===== src/rtl/regfile_wb_ctrl_pkg.sv =====
// Shared register-file definitions for the write-back controller and its port-B queue.
package regfile_wb_ctrl_pkg;

  localparam int REG_ADDR_W = 5;
  localparam int REG_NUM    = 32;
  localparam logic [REG_ADDR_W-1:0] REG_ZERO = '0;

  typedef logic [REG_ADDR_W-1:0] reg_addr_t;

  // Which source drives the write port in a given cycle.
  typedef enum logic [1:0] {
    SRC_IDLE = 2'd0,
    SRC_A    = 2'd1,
    SRC_B    = 2'd2
  } wb_src_e;

  function automatic logic is_writable(input reg_addr_t addr);
    return addr != REG_ZERO;
  endfunction

endpackage


===== src/rtl/regfile_wb_ctrl_wb_fifo.sv =====
// Small synchronous FIFO holding long-latency results {addr, data} until the write port is free.
module wb_fifo #(
  parameter int DEPTH = 4,
  parameter int WIDTH = 37
) (
  input  logic             clk,
  input  logic             rst,
  input  logic             push,
  input  logic             pop,
  input  logic [WIDTH-1:0] din,
  output logic [WIDTH-1:0] dout,
  output logic             full,
  output logic             empty
);

  localparam int PTR_W = $clog2(DEPTH);
  localparam logic [PTR_W-1:0] PTR_ONE  = 1;
  localparam logic [PTR_W:0]   CNT_ONE  = 1;
  localparam logic [PTR_W:0]   CNT_FULL = DEPTH[PTR_W:0];

  logic [WIDTH-1:0] mem [DEPTH];
  logic [PTR_W-1:0] rd_ptr;
  logic [PTR_W-1:0] wr_ptr;
  logic [PTR_W:0]   count;
  logic             do_push;
  logic             do_pop;

  assign full    = (count == CNT_FULL);
  assign empty   = (count == '0);
  assign do_push = push && !full;
  assign do_pop  = pop && !empty;
  assign dout    = mem[rd_ptr];

  always_ff @(posedge clk or posedge rst) begin
    if (rst) begin
      rd_ptr <= '0;
      wr_ptr <= '0;
      count  <= '0;
    end else begin
      if (do_push) wr_ptr <= wr_ptr + PTR_ONE;
      if (do_pop)  rd_ptr <= rd_ptr + PTR_ONE;
      case ({do_push, do_pop})
        2'b10:   count <= count + CNT_ONE;
        2'b01:   count <= count - CNT_ONE;
        default: count <= count;
      endcase
    end
  end

  // NOTE: storage is deliberately not reset; clearing the pointers and count already empties the queue.
  always_ff @(posedge clk) begin
    if (do_push) mem[wr_ptr] <= din;
  end

endmodule


===== src/rtl/regfile_wb_ctrl.sv =====
// Register-file write-back controller: arbitrates ALU (A) and queued long-latency (B) results
// onto one registered write port and tracks pending long-latency destinations.
module regfile_wb_ctrl
  import regfile_wb_ctrl_pkg::*;
#(
  parameter int DEPTH      = 4,
  parameter int STARVE_MAX = 3,
  parameter int DATA_W     = 32
) (
  input  logic              clk,
  input  logic              rst,
  input  logic              a_valid,
  output logic              a_ready,
  input  logic [4:0]        a_addr,
  input  logic [DATA_W-1:0] a_data,
  input  logic              b_valid,
  output logic              b_ready,
  input  logic [4:0]        b_addr,
  input  logic [DATA_W-1:0] b_data,
  input  logic              iss_valid,
  input  logic [4:0]        iss_addr,
  input  logic [4:0]        q_addr1,
  input  logic [4:0]        q_addr2,
  output logic              q_busy1,
  output logic              q_busy2,
  output logic              wen,
  output logic [4:0]        waddr,
  output logic [DATA_W-1:0] wdata
);

  localparam int ENTRY_W = REG_ADDR_W + DATA_W;
  localparam int CNT_W   = $clog2(STARVE_MAX + 1);
  localparam logic [CNT_W-1:0] STARVE_LIM = STARVE_MAX[CNT_W-1:0];
  localparam logic [CNT_W-1:0] CNT_ONE    = 1;

  logic [ENTRY_W-1:0] head;
  reg_addr_t          head_addr;
  logic [DATA_W-1:0]  head_data;
  logic               fifo_full;
  logic               fifo_empty;
  logic               a_take;
  logic               b_pop;
  logic               b_push;
  logic [CNT_W-1:0]   starve_cnt;
  logic [REG_NUM-1:0] pend;
  logic [REG_NUM-1:0] set_vec;
  logic [REG_NUM-1:0] clr_vec;
  wb_src_e            sel_src;
  reg_addr_t          sel_addr;
  logic [DATA_W-1:0]  sel_data;

  assign b_ready   = !fifo_full;
  assign b_push    = b_valid && b_ready;
  assign a_ready   = (starve_cnt < STARVE_LIM);
  assign a_take    = a_valid && a_ready;
  assign b_pop     = !a_take && !fifo_empty;
  assign head_addr = head[DATA_W +: REG_ADDR_W];
  assign head_data = head[DATA_W-1:0];

  wb_fifo #(
    .DEPTH (DEPTH),
    .WIDTH (ENTRY_W)
  ) u_fifo (
    .clk   (clk),
    .rst   (rst),
    .push  (b_push),
    .pop   (b_pop),
    .din   ({b_addr, b_data}),
    .dout  (head),
    .full  (fifo_full),
    .empty (fifo_empty)
  );

  // NOTE: every always_comb output gets a default first so no path can infer a latch.
  always_comb begin
    sel_src  = SRC_IDLE;
    sel_addr = REG_ZERO;
    sel_data = '0;
    if (a_take) begin
      sel_src  = SRC_A;
      sel_addr = a_addr;
      sel_data = a_data;
    end else if (b_pop) begin
      sel_src  = SRC_B;
      sel_addr = head_addr;
      sel_data = head_data;
    end
  end

  always_comb begin
    set_vec = '0;
    clr_vec = '0;
    if (iss_valid && is_writable(iss_addr)) set_vec[iss_addr]  = 1'b1;
    if (b_pop && is_writable(head_addr))    clr_vec[head_addr] = 1'b1;
  end

  assign q_busy1 = pend[q_addr1];
  assign q_busy2 = pend[q_addr2];

  always_ff @(posedge clk or posedge rst) begin
    if (rst) begin
      starve_cnt <= '0;
      pend       <= '0;
      wen        <= 1'b0;
      waddr      <= REG_ZERO;
      wdata      <= '0;
    end else begin
      // Age only while a queued B result is being passed over by A.
      if (fifo_empty || b_pop) starve_cnt <= '0;
      else                     starve_cnt <= starve_cnt + CNT_ONE;

      // Applying the set after the clear makes a same-address issue win over a commit.
      pend <= (pend & ~clr_vec) | set_vec;

      wen <= (sel_src != SRC_IDLE) && is_writable(sel_addr);
      if (sel_src != SRC_IDLE) begin
        waddr <= sel_addr;
        wdata <= sel_data;
      end
    end
  end

endmodule


===== config.mk =====
export PLATFORM = sky130hd
export DESIGN_NAME = regfile_wb_ctrl
export DESIGN_NICKNAME = d
export VERILOG_FILES = /design/src/rtl/regfile_wb_ctrl_pkg.sv /design/src/rtl/regfile_wb_ctrl_wb_fifo.sv /design/src/rtl/regfile_wb_ctrl.sv
export SDC_FILE = /design/constraint.sdc
export NUM_CORES = 1
export LEC_CHECK = 0
export CORE_UTILIZATION = 45
export DETAILED_ROUTE_END_ITERATION = 10
export GPL_ROUTABILITY_DRIVEN = 0
export PLACE_DENSITY = 0.68
export SETUP_SLACK_MARGIN = 0.02
export SYNTH_ARGS = -nofsm -noshare
export SYNTH_HDL_FRONTEND = slang
export SYNTH_SLANG_ARGS = --single-unit

===== constraint.sdc =====
create_clock -name clk -period 3.2 [get_ports clk]
set_input_delay 0.8 -clock clk [delete_from_list [all_inputs] [get_ports clk]]
set_output_delay 0.8 -clock clk [all_outputs]
set_load 0.005 [all_outputs]

==> flow_summary.json, run 1 <==
{
  "cp_max_fo": 5,
  "fillCellCount": 1560,
  "min_path_type": "flip-flop to flip-flop",
  "hpwl_um": 14300,
  "grt_setup_unrepaired": "no",
  "drive_above_1_share_pct": 16.5,
  "setup_slack_ps": 111,
  "drt_wl_total_um": 21300,
  "dr.pass1.iters": 5,
  "whs_path_depth": 0,
  "pin_count": 136,
  "cpMaxStageDelayCell": "clkdlybuf4s50_1",
  "synth_largest_area_cell": "edfxtp_1",
  "maxSlewHeadroom_pct": 50.1,
  "finalClockSkew_ps": 18.4,
  "synth.area.top_cells": "edfxtp_1 47%, dfrtp_1 21%, mux4_2 12%",
  "num_rows": 52,
  "synth_edf_count": 148,
  "dpl_cell_area_sq_um": 11300,
  "clockBufferDepth": 3,
  "cts_setup_buffers": 0,
  "max_freq_mhz": 324,
  "die_area_sq_um": 21600,
  "grt.overflow.total": 0,
  "setup_violations": 0,
  "required_ps": 2400,
  "reg2reg_depth": 5,
  "cts_root_buf": "clkbuf_16",
  "finalSetupTns_ps": 0,
  "timing.final.crit_share_pct": 96.5,
  "startpoint_type": "input pin",
  "clkSlewWorstSetupHoldPaths_ps": 60,
  "ys_seq_area_share_pct": 67.8,
  "final_nets": 897,
  "post-place-ws_ps": -761,
  "grt_first_pass_wirelength_um": 33600,
  "clk_latency_ps": 520,
  "yosysMostFrequentCell": "edfxtp_1",
  "critPathCaptureType": "output port",
  "synth-main-ff-cell": "edfxtp_1",
  "p_leak_nw": 4.42,
  "async_flop_share_pct": 34.8,
  "cts_sinks": 227,
  "whs_ps": 413,
  "drv_slew": 0,
  "stdcell_area_sq_um": 12000,
  "cp.arrival_ps": 2290,
  "postSynthAreaPerCell_sq_um": 14.7,
  "cts_buffers": 23,
  "status": "finished clean",
  "start_util_pct": 46.4,
  "vias": 6009,
  "avgViaCountPerCell": 5.54,
  "drtAntennaViolNets": 0,
  "vdd_ir_drop_max_v": 0.000489,
  "synth_top_area_share_pct": 46.9,
  "synth_seq_cells": 227,
  "cts_tree": "built",
  "die-width_um": 147,
  "antenna_found_initial": 1,
  "syn2layout_area_growth_pct": 27.0,
  "worstMarginPinSlew_ps": 747,
  "numPortBuffers": 135,
  "critical_path_class": "input pin to output port",
  "syn_area_sq_um": 9470,
  "postLayoutCoreUtil_pct": 58.9,
  "grt_use_total_pct": 20.0,
  "dieHeight_um": 147,
  "core_area_sq_um": 20400,
  "avgRoutedWirePerCell_um": 19.6,
  "crit_chain": "clkdlybuf4s50_1 -> mux2_2 -> nor3b_2 -> nor4_2 -> clkdlybuf4s15_1",
  "synth_common_cells": "148 x edfxtp_1, 140 x nand2_1, 79 x dfrtp_1",
  "grt_max_degree": 46,
  "final-hold-violation-count": 0,
  "route.detailed.drc": 0,
  "drtIter0Drc": 423,
  "p_per_area_nw_per_um2": 875,
  "synth_fp_nets": 747,
  "ys_warn_count": 0,
  "syn_inst": 646,
  "drv_cap": 0,
  "ys_types": 38,
  "h-tree-depth": 1,
  "grt_pass1_vias": 6365,
  "slowest_delay_ps": 620,
  "fin_crit_ps": 3090
}
per-stage QoR:
| step | power [mW] | std cells |
|---|---|---|
| finish | 10.5 | 1084 |
| global route | 11.1 | 1083 |
| CTS | 10.6 | 1083 |
| detailed placement | 8.02 | 1041 |
| global placement | 7.88 | 1041 |
| floorplan | 6.54 | 646 |
placed cells by master (no fill, tap or decap), types with 4 or more instances in the layout:
cell type and n:
mux4_2 51, ha_1 6, o21ai_1 26, buf_12 4, buf_4 19, o21ai_0 6, dfrtp_1 77, nor2b_1 5
clkbuf_16 23, clkdlybuf4s50_1 129, clkbuf_1 10, a31oi_1 37, and3_2 4, edfxtp_1 148, nor3b_2 4, nand2_1 140
inv_1 7, nor2_1 46
sequential cells by signal, indices dropped and copies added, names as in the netlist:
name,count
wdata,32
u_fifo.wr_ptr,2
u_fifo.mem,148
waddr,5
pend,32
starve_cnt,2
wen,1
u_fifo.rd_ptr,2
u_fifo.count,3
where the power goes:
| part | switching (mW) | internal (mW) | total [mW] | leakage (nW) |
|---|---|---|---|---|
| logic | 1.74 | 1.76 | 3.50 | 1.79 |
| registers | 0.456 | 4.03 | 4.48 | 2.29 |
| clock network | 1.08 | 1.45 | 2.53 | 0.343 |
path summary, 6_finish.rpt:
check	start	endpoint	slack (ps)
max	q_addr1[0]	q_busy1	110
min	pend[0]	pend[0]	410
max reg2reg	u_fifo.rd_ptr[0]	pend[26]	870
min reg2reg	pend[0]	pend[0]	410
max in group asynchronous	rst	wdata[12]	1830
min in group asynchronous	rst	starve_cnt[1]	690
critical path: cells and delay by family:
family                 cells  cell delay [ps]
buffers and inverters      2              830
multiplexers               1              380
AND/OR/NAND/NOR            2              270
area by class of cell:
type	instances	area (sq um)	share of cell area (%)
sequential	227	6420	53.4
multi-input combinational	377	2960	24.6
timing repair buffer	159	1570	13.1
clock buffer	34	627	5.21
tap	270	338	2.81
clock inverter	8	80.1	0.666
inverter	8	31.3	0.260
antenna	1	2.50	0.0208
metal layers:
layer | track usage [%] | part of all wire (%)
met5 | 0 | 0
met4 | 6.03 | 2.6
met1 | 25.7 | 40
met2 | 33.8 | 49
met3 | 4.72 | 7.8
cell families (layout without fill, tap and decap cells):
| logic type | after synthesis | count (layout) | share of synthesized area (%) |
|---|---|---|---|
| fa+ha+maj | 7 | 7 | 1.00 |
| compound gates | 72 | 72 | 4.49 |
| simple gates | 231 | 231 | 10.7 |
| buf+inv | 42 | 209 | 1.82 |
| mux | 61 | 61 | 13.6 |
| flops | 227 | 227 | 67.8 |
| xor+xnor | 6 | 6 | 0.555 |
| other cells | 0 | 1 | 0 |
timing repair:
| item | in CTS | in global routing |
|---|---|---|
| pin swaps | 3 | 4 |
| setup endpoints to repair | 2 | 2 |
| hold buffers | 0 | 0 |
| endpoints found under the hold margin | 0 | 0 |
| gates resized for setup | 21 | 10 |
Power figures use the tool's default switching activity.
==> run 2: changes to the inputs <==
--- a/config.mk
+++ b/config.mk
@@ -5,11 +5,14 @@
 export SDC_FILE = /design/constraint.sdc
 export NUM_CORES = 1
 export LEC_CHECK = 0
+export CELL_PAD_IN_SITES_DETAIL_PLACEMENT = 1
+export CELL_PAD_IN_SITES_GLOBAL_PLACEMENT = 1
 export CORE_UTILIZATION = 45
 export DETAILED_ROUTE_END_ITERATION = 10
 export GPL_ROUTABILITY_DRIVEN = 0
-export PLACE_DENSITY = 0.68
+export PLACE_DENSITY_LB_ADDON = 0.1
 export SETUP_SLACK_MARGIN = 0.02
+export SLEW_MARGIN = 40
 export SYNTH_ARGS = -nofsm -noshare
 export SYNTH_HDL_FRONTEND = slang
 export SYNTH_SLANG_ARGS = --single-unit
==> run 2 against run 1 <==
  * Cell area grew 1.3%
  * Hold slack better by 7.4 ps
  * Clock skew is 0.73 ps lower
  * Sequential share of layout area shrank 0.66 points
  * Register-to-register slack worse by 80 ps
  * Critical endpoint unchanged
  * Clock power up 10%
==> flow_summary.json, run 2 (synthesized netlist as in run 1, its figures left out) <==
{
  "cts_tree": "built",
  "p_leak_nw": 4.49,
  "dieHeight_um": 147,
  "final-hold-violation-count": 0,
  "grt_pass1_vias": 6794,
  "critPathBufInv": 3,
  "cp_max_fo": 6,
  "startpoint_type": "input pin",
  "critical_path_class": "input pin to output port",
  "cts_sinks": 227,
  "largest-register": "u_fifo.mem",
  "top_regs": "u_fifo.mem: 148 flops, pend: 32 flops, wdata: 32 flops",
  "cts_buffers": 24,
  "grt_setup_unrepaired": "no",
  "finalClockSkew_ps": 17.7,
  "h-tree-depth": 1,
  "die_area_sq_um": 21600,
  "min_path_type": "flip-flop to flip-flop",
  "clk_latency_ps": 530,
  "final_common_cell": "edfxtp_1",
  "grt_use_total_pct": 23.4,
  "grt_first_pass_wirelength_um": 38500,
  "timing.final.crit_share_pct": 97.3,
  "numPortBuffers": 135,
  "p_total_mw": 10.9,
  "slowest_delay_ps": 510,
  "critPathCaptureType": "output port",
  "num_rows": 52,
  "layout_common_cells": "148 x edfxtp_1, 140 x nand2_1, 129 x clkdlybuf4s50_1",
  "drtAntennaViolNets": 0,
  "largest_reg_flops": 148,
  "pin_count": 136,
  "crit_chain": "clkdlybuf4s15_2 -> buf_6 -> mux4_2 -> mux2_4 -> nor3b_2 -> nor4_2 -> buf_2",
  "drv_slew": 0,
  "vias": 6093,
  "clockBufferDepth": 3,
  "drtIter0Drc": 341,
  "core_area_sq_um": 20400,
  "grt_max_degree": 43,
  "start_util_pct": 46.4,
  "critical-path-top-delay-family": "multiplexers",
  "status": "finished clean",
  "stdcell_area_sq_um": 12200,
  "p_per_area_nw_per_um2": 896,
  "cts_root_buf": "clkbuf_16",
  "maxSlewHeadroom_pct": 43.6,
  "antenna_found_initial": 2,
  "drv_cap": 0,
  "finalSetupTns_ps": 0,
  "route.detailed.drc": 0,
  "final_nets": 899,
  "required_ps": 2400,
  "drive_above_1_share_pct": 17.6,
  "syn2layout_area_growth_pct": 28.6,
  "avgViaCountPerCell": 5.60,
  "die-width_um": 147,
  "ctsHoldBuffers": 0,
  "dpl_cell_area_sq_um": 11300,
  "cpMaxStageDelayCell": "mux4_2",
  "avgRoutedWirePerCell_um": 22.4,
  "hpwl_um": 16800,
  "setup_violations": 0,
  "worstMarginPinSlew_ps": 845,
  "vdd_ir_drop_max_v": 0.000573,
  "grt.overflow.total": 0,
  "dr.pass1.iters": 4,
  "whs_ps": 421,
  "drt_wl_total_um": 24400,
  "clkSlewWorstSetupHoldPaths_ps": 60,
  "fin_crit_ps": 3110,
  "cp.arrival_ps": 2310,
  "max_freq_mhz": 321
}
==> run 2: final timing paths <==
kind	startpoint	end	slack (ps)	cells after the start
max in group asynchronous	rst	wdata[6]	1730	3
hold reg to reg	pend[0]	pend[0]	420	0
min in group asynchronous	rst	starve_cnt[0]	710	2
hold / removal	pend[0]	pend[0]	420	0
setup reg to reg	u_fifo.rd_ptr[0]	pend[20]	790	5
setup / recovery	q_addr1[1]	q_busy1	90	7
==> run 2: what timing repair did <==
action | in CTS | in global routing
buffers inserted | 0 | 0
gates resized for setup | 30 | 6
gates cloned | 0 | 0
pin swaps | 4 | 2
endpoints found under the setup margin | 2 | 2
==> run 2: final cells by class <==
| cell class | count | area, sq um |
|---|---|---|
| fillers | 1938 | 8250 |
| flip-flops and latches | 227 | 6420 |
| multi-input cells | 377 | 2960 |
| repair buffers | 160 | 1620 |
| clock buffers | 29 | 629 |
| well taps | 270 | 338 |
| clock inverters | 15 | 178 |
| inverters | 8 | 31.3 |
| diodes | 2 | 5.00 |
==> run 2: stage by stage <==
stage          setup slack, ps  std cells  util (%)
6_report                  87.6       1088      59.6
5_1_grt                   22.8       1088      59.6
4_1_cts                   11.9       1086      59.5
3_5_place_dp              -651       1042      55.2
3_3_place_gp              -635       1042      55.2
2_1_floorplan              281        646         -
==> run 2: worst register-to-register path: stages (launching register included) <==
cell	delay, ps
dfrtp_2	510
buf_4	280
mux4_2	640
or4_4	600
o21ai_1	180
nand2_1	80
==> run 2: layer usage <==
layer | global-route usage, % | routed length, um
met4 | 7.32 | 609
met3 | 3.39 | 1250
met1 | 30.3 | 9910
met5 | 0 | 0
met2 | 40.9 | 12600
==> run 2: where the power goes <==
group          switching [mW]  total, mW  internal (mW)
clock                    1.14       2.79           1.66
sequential              0.516       4.54           4.03
combinational            1.79       3.58           1.79
total                    3.44       10.9           7.47
==> run 3: changes to the inputs <==
--- a/config.mk
+++ b/config.mk
@@ -7,8 +7,9 @@
 export LEC_CHECK = 0
 export CELL_PAD_IN_SITES_DETAIL_PLACEMENT = 1
 export CELL_PAD_IN_SITES_GLOBAL_PLACEMENT = 1
-export CORE_UTILIZATION = 45
+export CORE_UTILIZATION = 52
 export DETAILED_ROUTE_END_ITERATION = 10
+export DONT_BUFFER_PORTS = 1
 export GPL_ROUTABILITY_DRIVEN = 0
 export PLACE_DENSITY_LB_ADDON = 0.1
 export SETUP_SLACK_MARGIN = 0.02
==> run 3 against run 2 <==
  * Cell count down 18%
  * Clock skew about the same
  * Combinational power decreased by 23%
  * Critical endpoint is now q_busy2
==> flow_summary.json, run 3 (synthesized netlist as in run 1, its figures left out) <==
{
  "clkSlewWorstSetupHoldPaths_ps": 60,
  "largest_reg_flops": 148,
  "status": "finished clean",
  "cts-resized-gates": 0,
  "cts_tree": "built",
  "ctsHoldBuffers": 0,
  "hpwl_um": 15300,
  "die_area_sq_um": 18800,
  "drtIter0Drc": 310,
  "setup_violations": 0,
  "final_common_cell": "edfxtp_1",
  "stdcell_area_sq_um": 10600,
  "cpMaxStageDelayCell": "mux4_2",
  "regToRegSetupSlack_ps": 770,
  "drv_cap": 0,
  "fillCellCount": 1641,
  "dieHeight_um": 137,
  "final_nets": 754,
  "setup_slack_ps": 282,
  "vias": 5522,
  "layout_common_cells": "148 x edfxtp_1, 140 x nand2_1, 77 x dfrtp_1",
  "cp.arrival_ps": 2120,
  "start_util_pct": 54.0,
  "required_ps": 2400,
  "finalSetupTns_ps": 0,
  "grt_max_degree": 46,
  "crit_chain": "mux4_2 -> nor2b_1 -> a2111oi_0 -> nor4_1",
  "worstSetupEndpoint": "q_busy2",
  "dr.pass1.iters": 4,
  "avgViaCountPerCell": 6.16,
  "drv_slew": 0,
  "clockBufferDepth": 3,
  "cp_max_fo": 3,
  "drtAntennaViolNets": 0,
  "top_regs": "u_fifo.mem: 148 flops, pend: 32 flops, wdata: 32 flops",
  "grt_setup_unrepaired": "no",
  "grt.overflow.total": 0,
  "maxSlewHeadroom_pct": 50.5,
  "dpl_cell_area_sq_um": 9760,
  "p_leak_nw": 3.87,
  "grt_use_total_pct": 25.3,
  "critPathCaptureType": "output port",
  "numPortBuffers": 0,
  "rr_startpoint": "u_fifo.rd_ptr[0]",
  "drive_above_1_share_pct": 18.6,
  "reg2reg_depth": 4,
  "route.detailed.drc": 0,
  "critical_path_class": "flip-flop to output port",
  "pin_count": 136,
  "h-tree-depth": 1,
  "finalClockSkew_ps": 17.3,
  "cts_sinks": 227,
  "worstMarginPinSlew_ps": 740,
  "cts_root_buf": "clkbuf_16",
  "max_freq_mhz": 343,
  "startpoint_type": "flip-flop",
  "p_per_area_nw_per_um2": 964,
  "min_path_type": "input pin to async pin",
  "clk_latency_ps": 520,
  "grt_pass1_vias": 6241,
  "drt_wl_total_um": 22800,
  "vdd_ir_drop_max_v": 0.000647,
  "fin_crit_ps": 2920,
  "timing.final.crit_share_pct": 91.2,
  "final-hold-violation-count": 0,
  "die-width_um": 137,
  "largest-register": "u_fifo.mem",
  "antenna_found_initial": 0,
  "n_antenna_cell": 0,
  "slowest_delay_ps": 460,
  "p_total_mw": 10.2,
  "num_rows": 48,
  "whs_ps": 211,
  "post-place-ws_ps": 427,
  "crit_start": "pend[2]",
  "grt_first_pass_wirelength_um": 35000,
  "syn2layout_area_growth_pct": 11.5,
  "avgRoutedWirePerCell_um": 25.4,
  "core_area_sq_um": 17500,
  "r2r_end": "pend[2]",
  "cts_setup_buffers": 0,
  "cts_buffers": 24
}
run 3: how the worst min path moves through the flow:
stage	startpoint	endpoint	slack, ps
floorplan	starve_cnt[0]	starve_cnt[0]	420
global placement	pend[0]	pend[0]	420
detailed placement	pend[0]	pend[0]	410
CTS	rst	pend[12]	300
global route	rst	starve_cnt[1]	240
finish	rst	pend[14]	210
run 3: routing by layer:
layer  wire length (um)  global-route usage [%]  share of wire, %  up-vias
li1                   -                       -                 -     2423
met1               8900                    30.5                39     2895
met2              11700                    44.3                51      168
met3               1760                    7.15               7.7       36
met4                412                    7.20               1.8        0
met5                  0                       0                 0        -
run 3: metrics by stage:
step / std cells / utilization, %
final: 896 / 60.2
after global routing: 896 / 60.2
after CTS: 896 / 60.2
after detailed placement: 852 / 55.6
after global placement: 852 / 55.6
after floorplan: 646 / -
run 3: area by class of cell:
class / instances / area [sq um] / share of cell area, %
Clock buffer: 32 / 681 / 6.45
Tap cell: 225 / 282 / 2.67
Timing Repair Buffer: 15 / 125 / 1.18
Multi-Input combinational cell: 377 / 2900 / 27.4
Inverter: 8 / 32.5 / 0.308
Clock inverter: 12 / 119 / 1.13
Sequential cell: 227 / 6420 / 60.8
run 3: power by group:
part	internal (mW)	switching (mW)	total, mW
combinational	1.22	1.55	2.77
sequential	4.03	0.609	4.64
clock	1.66	1.11	2.77
run 3: critical path, delay by kind of cell (launching register included):
kind	cells	cell delay (ps)
AND/OR/NAND/NOR	2	280
multiplexers	1	460
flip-flops	1	430
AO/OA/AOI/OAI	1	440
